`config.mk`:
```
export PLATFORM = sky130hd
export DESIGN_NAME = vend_dispenser_flat
export DESIGN_NICKNAME = d
export VERILOG_FILES = /design/src/rtl/vend_dispenser_if.sv /design/src/rtl/vend_dispenser.sv /design/src/flat_wrapper.sv
export SDC_FILE = /design/constraint.sdc
export NUM_CORES = 1
export LEC_CHECK = 0
export CORE_MARGIN = 1.5
export CORE_UTILIZATION = 49
export CTS_CLUSTER_DIAMETER = 150
export DETAILED_ROUTE_END_ITERATION = 7
export HOLD_SLACK_MARGIN = 0.1
export PLACE_DENSITY = 0.81
export SLEW_MARGIN = 40
export SYNTH_ARGS = -nofsm -noshare
export SYNTH_HDL_FRONTEND = slang
export SYNTH_SLANG_ARGS = --single-unit
export TNS_END_PERCENT = 10
```
`constraint.sdc`:
```
create_clock -name clk -period 2.85 [get_ports clk]
set_input_delay 0.855 -clock clk [delete_from_list [all_inputs] [get_ports clk]]
set_output_delay 0.855 -clock clk [all_outputs]
set_load 0.05 [all_outputs]
```
`src/rtl/vend_dispenser_if.sv`:
```
// rtl/vend_dispenser_if.sv - vend request, motor, coin hopper and stock signals of the dispenser
// Optional SALES_COUNT_EN adds the sold_total counter output.
interface vend_dispenser_if;
    logic [1:0] product;
    logic [3:0] change;
    logic       motor_done;
    logic       hopper_ack;
    logic       restock;
    logic [1:0] restock_item;
    logic [5:0] left1;
    logic [5:0] left2;
    logic [5:0] left3;
    logic [2:0] motor;
    logic       coin5_out;
    logic       coin1_out;
    logic       busy;
    logic       empty_err;
    logic       jam_err;
`ifdef SALES_COUNT_EN
    logic [7:0] sold_total;
`endif

    modport slave (
        input  product, change, motor_done, hopper_ack, restock, restock_item,
        output left1, left2, left3, motor, coin5_out, coin1_out, busy, empty_err, jam_err
`ifdef SALES_COUNT_EN
        , output sold_total
`endif
    );

    modport master (
        output product, change, motor_done, hopper_ack, restock, restock_item,
        input  left1, left2, left3, motor, coin5_out, coin1_out, busy, empty_err, jam_err
`ifdef SALES_COUNT_EN
        , input sold_total
`endif
    );
endinterface

```
`src/rtl/vend_dispenser.sv`:
```
// rtl/vend_dispenser.sv - three-item spiral dispenser with timed motor drive and greedy 5/1 coin payout
// Optional SALES_COUNT_EN adds a saturating sold_total counter of successful dispenses.
module vend_dispenser #(
    parameter int unsigned STOCK_INIT    = 32,
    parameter int unsigned MOTOR_TIMEOUT = 15
) (
    input  logic             clk,
    input  logic             rst,
    vend_dispenser_if.slave  bus
);

    localparam logic [1:0] ST_IDLE     = 2'd0;
    localparam logic [1:0] ST_DISPENSE = 2'd1;
    localparam logic [1:0] ST_PAYOUT   = 2'd2;
    localparam logic [1:0] ST_DONE     = 2'd3;

    localparam int unsigned TW         = (MOTOR_TIMEOUT > 1) ? $clog2(MOTOR_TIMEOUT) : 1;
    localparam logic [TW-1:0] TMO_LAST = TW'(MOTOR_TIMEOUT - 1);
    localparam logic [5:0] STOCK_FULL  = 6'(STOCK_INIT);

    logic [1:0]      state;
    logic [1:0]      item_q;
    logic [3:0]      rem_q;
    logic [TW-1:0]   tmo_cnt;
    logic [2:0][5:0] stock;
    logic [2:0]      motor_q;
    logic            coin5_q;
    logic            coin1_q;
    logic            empty_q;
    logic            jam_q;

    logic            req_valid;
    logic            restock_hit;
    logic [5:0]      avail;
    logic [2:0]      motor_sel;

    assign req_valid   = (bus.product != 2'd0) || (bus.change != 4'd0);
    assign restock_hit = bus.restock && (bus.restock_item != 2'd0);

    // Stock seen by a new request already includes a same-cycle restock of that item.
    always_comb begin
        avail     = 6'd0;
        motor_sel = 3'b000;
        case (bus.product)
            2'd1: begin avail = stock[0]; motor_sel = 3'b001; end
            2'd2: begin avail = stock[1]; motor_sel = 3'b010; end
            2'd3: begin avail = stock[2]; motor_sel = 3'b100; end
            default: begin avail = 6'd0; motor_sel = 3'b000; end
        endcase
        if (restock_hit && (bus.restock_item == bus.product)) begin
            avail = STOCK_FULL;
        end
    end

`ifdef SALES_COUNT_EN
    logic [7:0] sold_q;
    assign bus.sold_total = sold_q;
`endif

    always_ff @(posedge clk or posedge rst) begin
        if (rst) begin
            state   <= ST_IDLE;
            item_q  <= 2'd0;
            rem_q   <= 4'd0;
            tmo_cnt <= '0;
            stock   <= {STOCK_FULL, STOCK_FULL, STOCK_FULL};
            motor_q <= 3'b000;
            coin5_q <= 1'b0;
            coin1_q <= 1'b0;
            empty_q <= 1'b0;
            jam_q   <= 1'b0;
`ifdef SALES_COUNT_EN
            sold_q  <= 8'd0;
`endif
        end else begin
            empty_q <= 1'b0;
            case (state)
                ST_IDLE: begin
                    if (restock_hit) begin
                        for (int i = 0; i < 3; i++) begin
                            if (bus.restock_item == 2'(i + 1)) begin
                                stock[i] <= STOCK_FULL;
                            end
                        end
                    end
                    if (req_valid) begin
                        item_q <= bus.product;
                        rem_q  <= bus.change;
                        if (bus.product != 2'd0) begin
                            state   <= ST_DISPENSE;
                            tmo_cnt <= '0;
                            if (avail == 6'd0) begin
                                empty_q <= 1'b1;
                            end else begin
                                motor_q <= motor_sel;
                            end
                        end else begin
                            state <= ST_PAYOUT;
                        end
                    end
                end

                ST_DISPENSE: begin
                    // A motor left idle on entry marks the out-of-stock pass-through.
                    if (motor_q == 3'b000) begin
                        state <= ST_PAYOUT;
                    end else if (bus.motor_done) begin
                        motor_q <= 3'b000;
                        state   <= ST_PAYOUT;
                        for (int i = 0; i < 3; i++) begin
                            if ((item_q == 2'(i + 1)) && (stock[i] != 6'd0)) begin
                                stock[i] <= stock[i] - 6'd1;
                            end
                        end
`ifdef SALES_COUNT_EN
                        if (sold_q != 8'hFF) begin
                            sold_q <= sold_q + 8'd1;
                        end
`endif
                    end else if (tmo_cnt == TMO_LAST) begin
                        motor_q <= 3'b000;
                        jam_q   <= 1'b1;
                        state   <= ST_PAYOUT;
                    end else begin
                        tmo_cnt <= tmo_cnt + 1'b1;
                    end
                end

                ST_PAYOUT: begin
                    // A coin is only requested from a cycle with no request high,
                    // which guarantees the low gap after every acknowledge.
                    if (coin5_q) begin
                        if (bus.hopper_ack) begin
                            coin5_q <= 1'b0;
                            rem_q   <= rem_q - 4'd5;
                        end
                    end else if (coin1_q) begin
                        if (bus.hopper_ack) begin
                            coin1_q <= 1'b0;
                            rem_q   <= rem_q - 4'd1;
                        end
                    end else if (rem_q >= 4'd5) begin
                        coin5_q <= 1'b1;
                    end else if (rem_q != 4'd0) begin
                        coin1_q <= 1'b1;
                    end else begin
                        state <= ST_DONE;
                    end
                end

                default: begin
                    state <= ST_IDLE;
                end
            endcase
        end
    end

    assign bus.left1     = stock[0];
    assign bus.left2     = stock[1];
    assign bus.left3     = stock[2];
    assign bus.motor     = motor_q;
    assign bus.coin5_out = coin5_q;
    assign bus.coin1_out = coin1_q;
    assign bus.busy      = (state != ST_IDLE);
    assign bus.empty_err = empty_q;
    assign bus.jam_err   = jam_q;

endmodule

```
`src/flat_wrapper.sv`:
```
// flat-port wrapper written by rule: the top's interface ports become plain ports
module vend_dispenser_flat 
#(
    parameter int unsigned STOCK_INIT    = 32,
    parameter int unsigned MOTOR_TIMEOUT = 15
)
  (clk, rst, bus_product, bus_change, bus_motor_done, bus_hopper_ack, bus_restock, bus_restock_item, bus_left1, bus_left2, bus_left3, bus_motor, bus_coin5_out, bus_coin1_out, bus_busy, bus_empty_err, bus_jam_err);
  vend_dispenser_if bus_i ();
  input  logic clk;
  input  logic rst;
  input wire logic [$bits(bus_i.product)-1:0] bus_product;
  input wire logic [$bits(bus_i.change)-1:0] bus_change;
  input wire logic [$bits(bus_i.motor_done)-1:0] bus_motor_done;
  input wire logic [$bits(bus_i.hopper_ack)-1:0] bus_hopper_ack;
  input wire logic [$bits(bus_i.restock)-1:0] bus_restock;
  input wire logic [$bits(bus_i.restock_item)-1:0] bus_restock_item;
  output wire logic [$bits(bus_i.left1)-1:0] bus_left1;
  output wire logic [$bits(bus_i.left2)-1:0] bus_left2;
  output wire logic [$bits(bus_i.left3)-1:0] bus_left3;
  output wire logic [$bits(bus_i.motor)-1:0] bus_motor;
  output wire logic [$bits(bus_i.coin5_out)-1:0] bus_coin5_out;
  output wire logic [$bits(bus_i.coin1_out)-1:0] bus_coin1_out;
  output wire logic [$bits(bus_i.busy)-1:0] bus_busy;
  output wire logic [$bits(bus_i.empty_err)-1:0] bus_empty_err;
  output wire logic [$bits(bus_i.jam_err)-1:0] bus_jam_err;
  assign bus_i.product = bus_product;
  assign bus_i.change = bus_change;
  assign bus_i.motor_done = bus_motor_done;
  assign bus_i.hopper_ack = bus_hopper_ack;
  assign bus_i.restock = bus_restock;
  assign bus_i.restock_item = bus_restock_item;
  assign bus_left1 = bus_i.left1;
  assign bus_left2 = bus_i.left2;
  assign bus_left3 = bus_i.left3;
  assign bus_motor = bus_i.motor;
  assign bus_coin5_out = bus_i.coin5_out;
  assign bus_coin1_out = bus_i.coin1_out;
  assign bus_busy = bus_i.busy;
  assign bus_empty_err = bus_i.empty_err;
  assign bus_jam_err = bus_i.jam_err;
  vend_dispenser #(.STOCK_INIT(STOCK_INIT), .MOTOR_TIMEOUT(MOTOR_TIMEOUT)) u_core (.clk(clk), .rst(rst), .bus(bus_i));
endmodule
```
==> results of run 1 <==
sequential cells by signal, summed over array words and instances (netlist names):
| signal | cells |
|---|---|
| u_core.bus.left2 | 6 |
| u_core.bus.left3 | 6 |
| u_core.bus.coin5_out | 1 |
| u_core.bus.jam_err | 1 |
| u_core.bus.motor | 3 |
| u_core.rem_q | 4 |
| u_core.bus.coin1_out | 1 |
| u_core.bus.empty_err | 1 |
| u_core.item_q | 2 |
| u_core.state | 2 |
| u_core.bus.left1 | 6 |
| u_core.tmo_cnt | 4 |
path summary, 6_finish.rpt:
path | endpoint | slack [ns]
max in group asynchronous | u_core.bus.left2[5] | 1.52
hold reg to reg | u_core.bus.jam_err | 0.50
min in group asynchronous | u_core.bus.left1[0] | 0.98
hold / removal | u_core.bus.jam_err | 0.50
setup reg to reg | u_core.bus.motor[2] | 0.45
setup / recovery | bus_left1[5] | 0.32
power by group through the flow:
stage	Sequential (W)	Combinational (W)	Clock, W
6_report	0.000998	0.00226	0.000371
5_1_grt	0.00104	0.00247	0.000402
4_1_cts	0.000994	0.00226	0.000382
3_5_place_dp	0.00100	0.00225	0
3_3_place_gp	0.000993	0.00220	0
2_1_floorplan	0.00142	0.00113	0
final cells by class:
| class | count | area [um^2] | share of cell area (%) |
|---|---|---|---|
| clock inverter | 3 | 22.52 | 0.7702 |
| multi-input combinational | 190 | 1242 | 42.49 |
| inverter | 24 | 90.09 | 3.081 |
| clock buffer | 5 | 68.82 | 2.353 |
| timing repair buffer | 55 | 505.5 | 17.29 |
| sequential | 37 | 929.6 | 31.79 |
| tap | 52 | 65.06 | 2.225 |
layout by cell type (no fill, tap or decap), types with 3 or more instances in the layout:
cell | synthesis | layout
clkbuf_8 | 0 | 5
a31o_2 | 4 | 4
nand3b_1 | 3 | 3
nand3_1 | 11 | 11
nand2b_1 | 9 | 9
nand4_1 | 3 | 3
nand2_1 | 26 | 26
buf_4 | 0 | 18
mux2i_1 | 3 | 3
o31ai_1 | 3 | 3
dfstp_2 | 3 | 3
ha_1 | 14 | 14
xor2_1 | 3 | 3
nor2_1 | 18 | 18
a2bb2oi_1 | 3 | 3
o22ai_1 | 5 | 5
dfrtp_1 | 34 | 34
o21ai_0 | 19 | 19
nor3_1 | 5 | 5
inv_1 | 24 | 24
a21oi_1 | 12 | 12
clkdlybuf4s50_1 | 0 | 37
clkinvlp_4 | 0 | 3
or3_1 | 7 | 7
through the flow:
| step | instance area [um^2] | total power, W |
|---|---|---|
| final | 2924 | 0.003627 |
| after global routing | 2924 | 0.003910 |
| after CTS | 2924 | 0.003634 |
| after detailed placement | 2833 | 0.003254 |
| after global placement | 2833 | 0.003188 |
| after floorplan | 2305 | 0.002549 |
metal layers:
metal	vias to the layer above	routed length, um	part of all wire, %
met2	62	2554	48
met3	6	292	5.5
met1	1018	2443	46
met4	0	53	0.99
met5	-	0	0
li1	1036	-	-
cells by family (layout without fill, tap and decap cells):
kind of cell    Yosys count  after routing
compound gates           69             69
xor+xnor                  5              5
fa+ha+maj                14             14
buf+inv                  34             87
flops                    37             37
mux                       5              5
simple gates             97             97
==> impl_results.md, run 1 <==
* Worst setup margin at 0.3200 ns
* Final period utilization at around nine tenths
* Worst Path Max Fanout at 5
* Placed insts at roughly 360
* Comb power frac at roughly 62%
* Crit path kind: register to primary output
* Worst hold slack at roughly 0.5 ns
* Skew final at between 0.003 and 0.004 ns
* Max Cap Violations at 0
* DRT Pass-1 Iters at 6
* # hold bufs at CTS at 0
* Largest family of logic cells by synthesized area: simple AND/OR/NAND/NOR gates
* Status: complete, no violations
* Final setup fails at 0
* Cells along the critical path: clkdlybuf4s50_1
* NetSw at roughly 0.0018 W
* Worst r2r src: u_core.state[1]
* Number of fill cells at 378
* Vias per inst at approximately 5.8
* CP required at around 2.0 ns
* Asr flop ratio synth at between 90% and 100%
* Max Buffers Root-to-Sink at 2
* IO Port Bufs at 38
* Cells on Worst Hold Path at 1
* Dominant cell type by area after synthesis: dfrtp_1
* Final global-route overflow total at 0
* Root Buffer: clkbuf_8
* Lkg Pwr at ~1.3 nW
* Syn avg cell area at around 9 um^2
* Sw Ratio at about half
* Diode count at 0
* Area growth from synthesis to final layout at 26.87%
* Antenna-violating nets left at 0
* Vias in the first global route at between 2k and 2.5k
* Final hold vios at 0
* Initial antenna violation count at 0
* CP max stage delay at 0.81 ns
* P_int at ~0.0018 W
* Multiplexer share of the synthesized area at ~2.3%
* CP Launch Point: u_core.bus.left1[5]
* Pins Over Slew Limit at 0
* Share of cells above drive strength 1 at 12.42%
* Actual slew at the worst max-slew pin at 0.5338 ns
* Met2 usage at a little under two fifths
* Count of cell types in the netlist at 53
* WP buf/inv at 1
* Unrepaired setup endpoints after global routing: false
* Simple-Gate Fraction of Synth Area at 21.72%
* Drt total wl at approximately 5300 um
* Postcts setup bufs at 0
* Busiest grt layer: met2
* Post-Synth Adder-Cell Area at 7.600%
* DIE AREA at about 5100 um^2
* Clock Power Share at 10.2%
* GPL Wtd Cong at roughly 0.9
* Top-area cell type share of the netlist area at a little under two fifths
* Seq cells post-synth at 37
* I/O pin cnt at 39
* Hold Crit Class: register to register
* Cell count along the critical path at 1
* FF-to-FF path depth at 7
* VDD IR max at around 600 uV
* Gate Count Post-Synth at about 260
* Worst setup SP type: register
* Synth Area in Compound Gates at approximately 20%
* Post-synth EDFFs at 0
* # DRC at 0
* Clk sinks at 37
* Syn_nets at around 290
* Hpwl dp at 4059 um
* Initial Util at 51.86%
* Setup WS pre-CTS at ~0.084 ns
* CTS buffer count at 5
* Fin nets at 340
* First-pass GRT wire length at 9218 um
* Core ar. at 4444 um^2
* Synth cell count leaders: 34 x dfrtp_1, 26 x nand2_1, 24 x inv_1, 19 x o21ai_0, 18 x nor2_1
* Max Fclk at between 300 and 400 MHz
* DR WL/cell at roughly 15 um
* Met1 Use GR at a little under a third
* Setup TNS at 0 ns
* CP arrival at ~1.7 ns
* Total Routing Usage GR at approximately 22%
* Most common cell in the netlist: dfrtp_1
* Final Non-Filler Cells at approximately 370
* Pwr/cell area at about 1200 nW/um^2
* FP Rows at 24
* Tmin final at roughly 2.5 ns
* Largest net degree at the start of global routing at 38
* Main synth FF type: dfrtp_1
* Die height at around 72 um
* Die width at 71.58 um
* CTS tree: built
* Resize count post-CTS at 0
* Synthesis warning total at 0
* Via count at 2122
* Seq/Total Area, Yosys at about two fifths
* Clock slew at reported path FFs at around 0.08 ns
* Seq pwr share at between 20 and 30%
* Xor and xnor fraction of the mapped netlist area at under 10%
* GR Layer Usage met3 at 4.501%
* Hold path start: u_core.bus.jam_err
* Relative slew slack at 64.11%
* H-tree levels at 2
* Area contributors post-synth: dfrtp_1 37%, ha_1 7.6%, nand2_1 4.2%
* Delay-heaviest family, CP: buffers and inverters
* Worst skew pair latency at about 0.29 ns
* Initial drt markers at 184
* Final core utilization at approximately 66%
* Worst setup EP type: primary output
* Worst path slowest cell: clkdlybuf4s50_1
* Mapped Area at between 2000 and 2500 um^2
Power figures use the tool's default switching activity.
==> inputs of run 2 (changes only) <==
--- a/config.mk
+++ b/config.mk
@@ -5,6 +5,7 @@
 export SDC_FILE = /design/constraint.sdc
 export NUM_CORES = 1
 export LEC_CHECK = 0
+export CORE_ASPECT_RATIO = 1.1
 export CORE_MARGIN = 1.5
 export CORE_UTILIZATION = 49
 export CTS_CLUSTER_DIAMETER = 150
==> run 2 against run 1 <==
Net effect: flip-flop and latch count unchanged; clock power decreased by 4%; sequential share of layout area increased by 0.26 points; largest cell class unchanged.
==> impl_results.md, run 2 (synthesis gave the netlist of run 1 again) <==
* Initial Util at 52.26% (was 51.86%)
* Drt total wl at 5047 um (was 5344 um)
* Placed Area at 2820 um^2 (was 2833 um^2)
* Commonest non-fill, non-tap cells in the layout: 37 x clkdlybuf4s50_1, 34 x dfrtp_1, 26 x nand2_1 (unchanged)
* Postcts setup bufs at 0 (unchanged)
* H-tree levels at 2 (unchanged)
* IO Port Bufs at 38 (unchanged)
* Clock slew at reported path FFs at 0.08 ns (about the same)
* Skew final at 0.007446 ns (was 0.003892 ns)
* Initial drt markers at 205 (was 184)
* DR WL/cell at 13.79 um (was 14.60 um)
* Die height at 74.93 um (was 71.58 um)
* CTS buffer count at 5 (unchanged)
* Diode count at 0 (unchanged)
* GPL Wtd Cong at 0.8348 (was 0.8929)
* Core ar. at 4410 um^2 (was 4444 um^2)
* Vias in the first global route at 1925 (was 2046)
* Pwr/cell area at 1234 nW/um^2 (was 1240 nW/um^2)
* Fin nets at 338 (was 340)
* Resize count post-CTS at 0 (unchanged)
* Clk sinks at 37 (unchanged)
* Vias per inst at 5.770 (was 5.798)
* Share of cells above drive strength 1 at 10.90% (was 12.42%)
* Worst Path Max Fanout at 9 (was 5)
* # DRC at 0 (unchanged)
* Largest net degree at the start of global routing at 38 (unchanged)
* Lkg Pwr at 1.292 nW (was 1.299 nW)
* Antenna-violating nets left at 0 (unchanged)
* Max Cap Violations at 0 (unchanged)
* CP required at 3.06 ns (was 2.00 ns)
* # hold bufs at CTS at 0 (unchanged)
* Final hold vios at 0 (unchanged)
* Hold Crit Class: register to register (unchanged)
* I/O pin cnt at 39 (unchanged)
* Setup TNS at 0 ns (unchanged)
* Leading cell type in the layout, fill and taps excluded: clkdlybuf4s50_1 (unchanged)
* Root Buffer: clkbuf_8 (unchanged)
* Max Buffers Root-to-Sink at 2 (unchanged)
* DIE AREA at 5124 um^2 (about the same)
* Max Fclk at 390.5 MHz (was 395.3 MHz)
* Hpwl dp at 3750 um (was 4059 um)
* Worst setup EP type: register (was primary output)
* Pins Over Slew Limit at 0 (unchanged)
* Tmin final at 2.561 ns (was 2.530 ns)
* Worst setup SP type: register (unchanged)
* Relative slew slack at 65.67% (was 64.11%)
* Total Routing Usage GR at 21.68% (was 22.48%)
* Crit path kind: register to register (was register to primary output)
* Area growth from synthesis to final layout at 25.84% (was 26.87%)
* Worst skew pair latency at 0.29 ns (about the same)
* VDD IR max at 722.2 uV (was 602.0 uV)
* Die width at 68.39 um (was 71.58 um)
* FP Rows at 25 (was 24)
* Actual slew at the worst max-slew pin at 0.5133 ns (was 0.5338 ns)
* Status: complete, no violations (unchanged)
* Flop-to-flop setup slack at 0.29 ns (was 0.45 ns)
* CP arrival at 2.77 ns (was 1.68 ns)
* Initial antenna violation count at 0 (unchanged)
* Unrepaired setup endpoints after global routing: false (unchanged)
* Final period utilization at 89.84% (was 88.77%)
* First-pass GRT wire length at 8459 um (was 9218 um)
* DRT Pass-1 Iters at 4 (was 6)
* Tot Pwr at 0.003580 W (was 0.003627 W)
* Final setup fails at 0 (unchanged)
* Via count at 2112 (was 2122)
* Final global-route overflow total at 0 (unchanged)
* Final Instance Area at 2900 um^2 (was 2924 um^2)
* CTS tree: built (unchanged)
run 2: cell types whose count changed in the layout (fill, tap and decap cells not counted), sizes merged:
| cell | delta |
|---|---|
| clkbuf | +3 |
| clkinvlp | -3 |
| buf | -2 |
run 2: area by class of cell:
type / instances / area, um^2
flip-flops and latches: 37 / 929.6
inverters: 24 / 90.09
well taps: 54 / 67.56
repair buffers: 53 / 490.5
multi-input cells: 190 / 1242
clock buffers: 8 / 80.08
fillers: 391 / 1510
run 2: final timing paths:
| path | from | to | cells after the start |
|---|---|---|---|
| max | u_core.state[1] | u_core.bus.left1[5] | 8 |
| min | u_core.bus.jam_err | u_core.bus.jam_err | 1 |
| max reg2reg | u_core.state[1] | u_core.bus.left1[5] | 8 |
| min reg2reg | u_core.bus.jam_err | u_core.bus.jam_err | 1 |
| max in group asynchronous | rst | u_core.bus.left3[5] | 3 |
| min in group asynchronous | rst | u_core.rem_q[1] | 3 |
run 2: where the power goes:
group          internal (W)  switching (W)  leakage (nW)
combinational      0.000880        0.00135         0.787
clock              0.000174       0.000184        0.0395
sequential         0.000755       0.000233         0.465
run 2: per-stage QoR:
step,hold slack (ns),util [%],std cells,worst slack [ns]
floorplan,0.4650,-,261,0.5631
global placement,0.4651,63.94,358,0.07775
detailed placement,0.4661,63.94,358,0.04988
CTS,0.4857,65.76,366,0.3050
global route,0.4968,65.76,366,0.1763
finish,0.4802,65.76,366,0.2895
run 2: metal layers:
metal  wire (um)  part of all wire (%)  global-route usage [%]  up-vias
li1            -                     -                       -     1037
met1        2356                    47                   29.95     1015
met2        2385                    47                   32.80       55
met3         260                   5.2                   4.933        5
met4          45                  0.89                   8.889        0
met5           0                     0                       0        -
run 2: worst max-delay path, stage by stage (launching register included):
cell and delay (ns):
dfrtp_1 0.42, inv_1 0.10, ha_1 0.28, buf_4 0.20, nand2b_4 0.17, a221o_1 0.36
a221o_1 0.38, o31a_1 0.27, or3_1 0.30
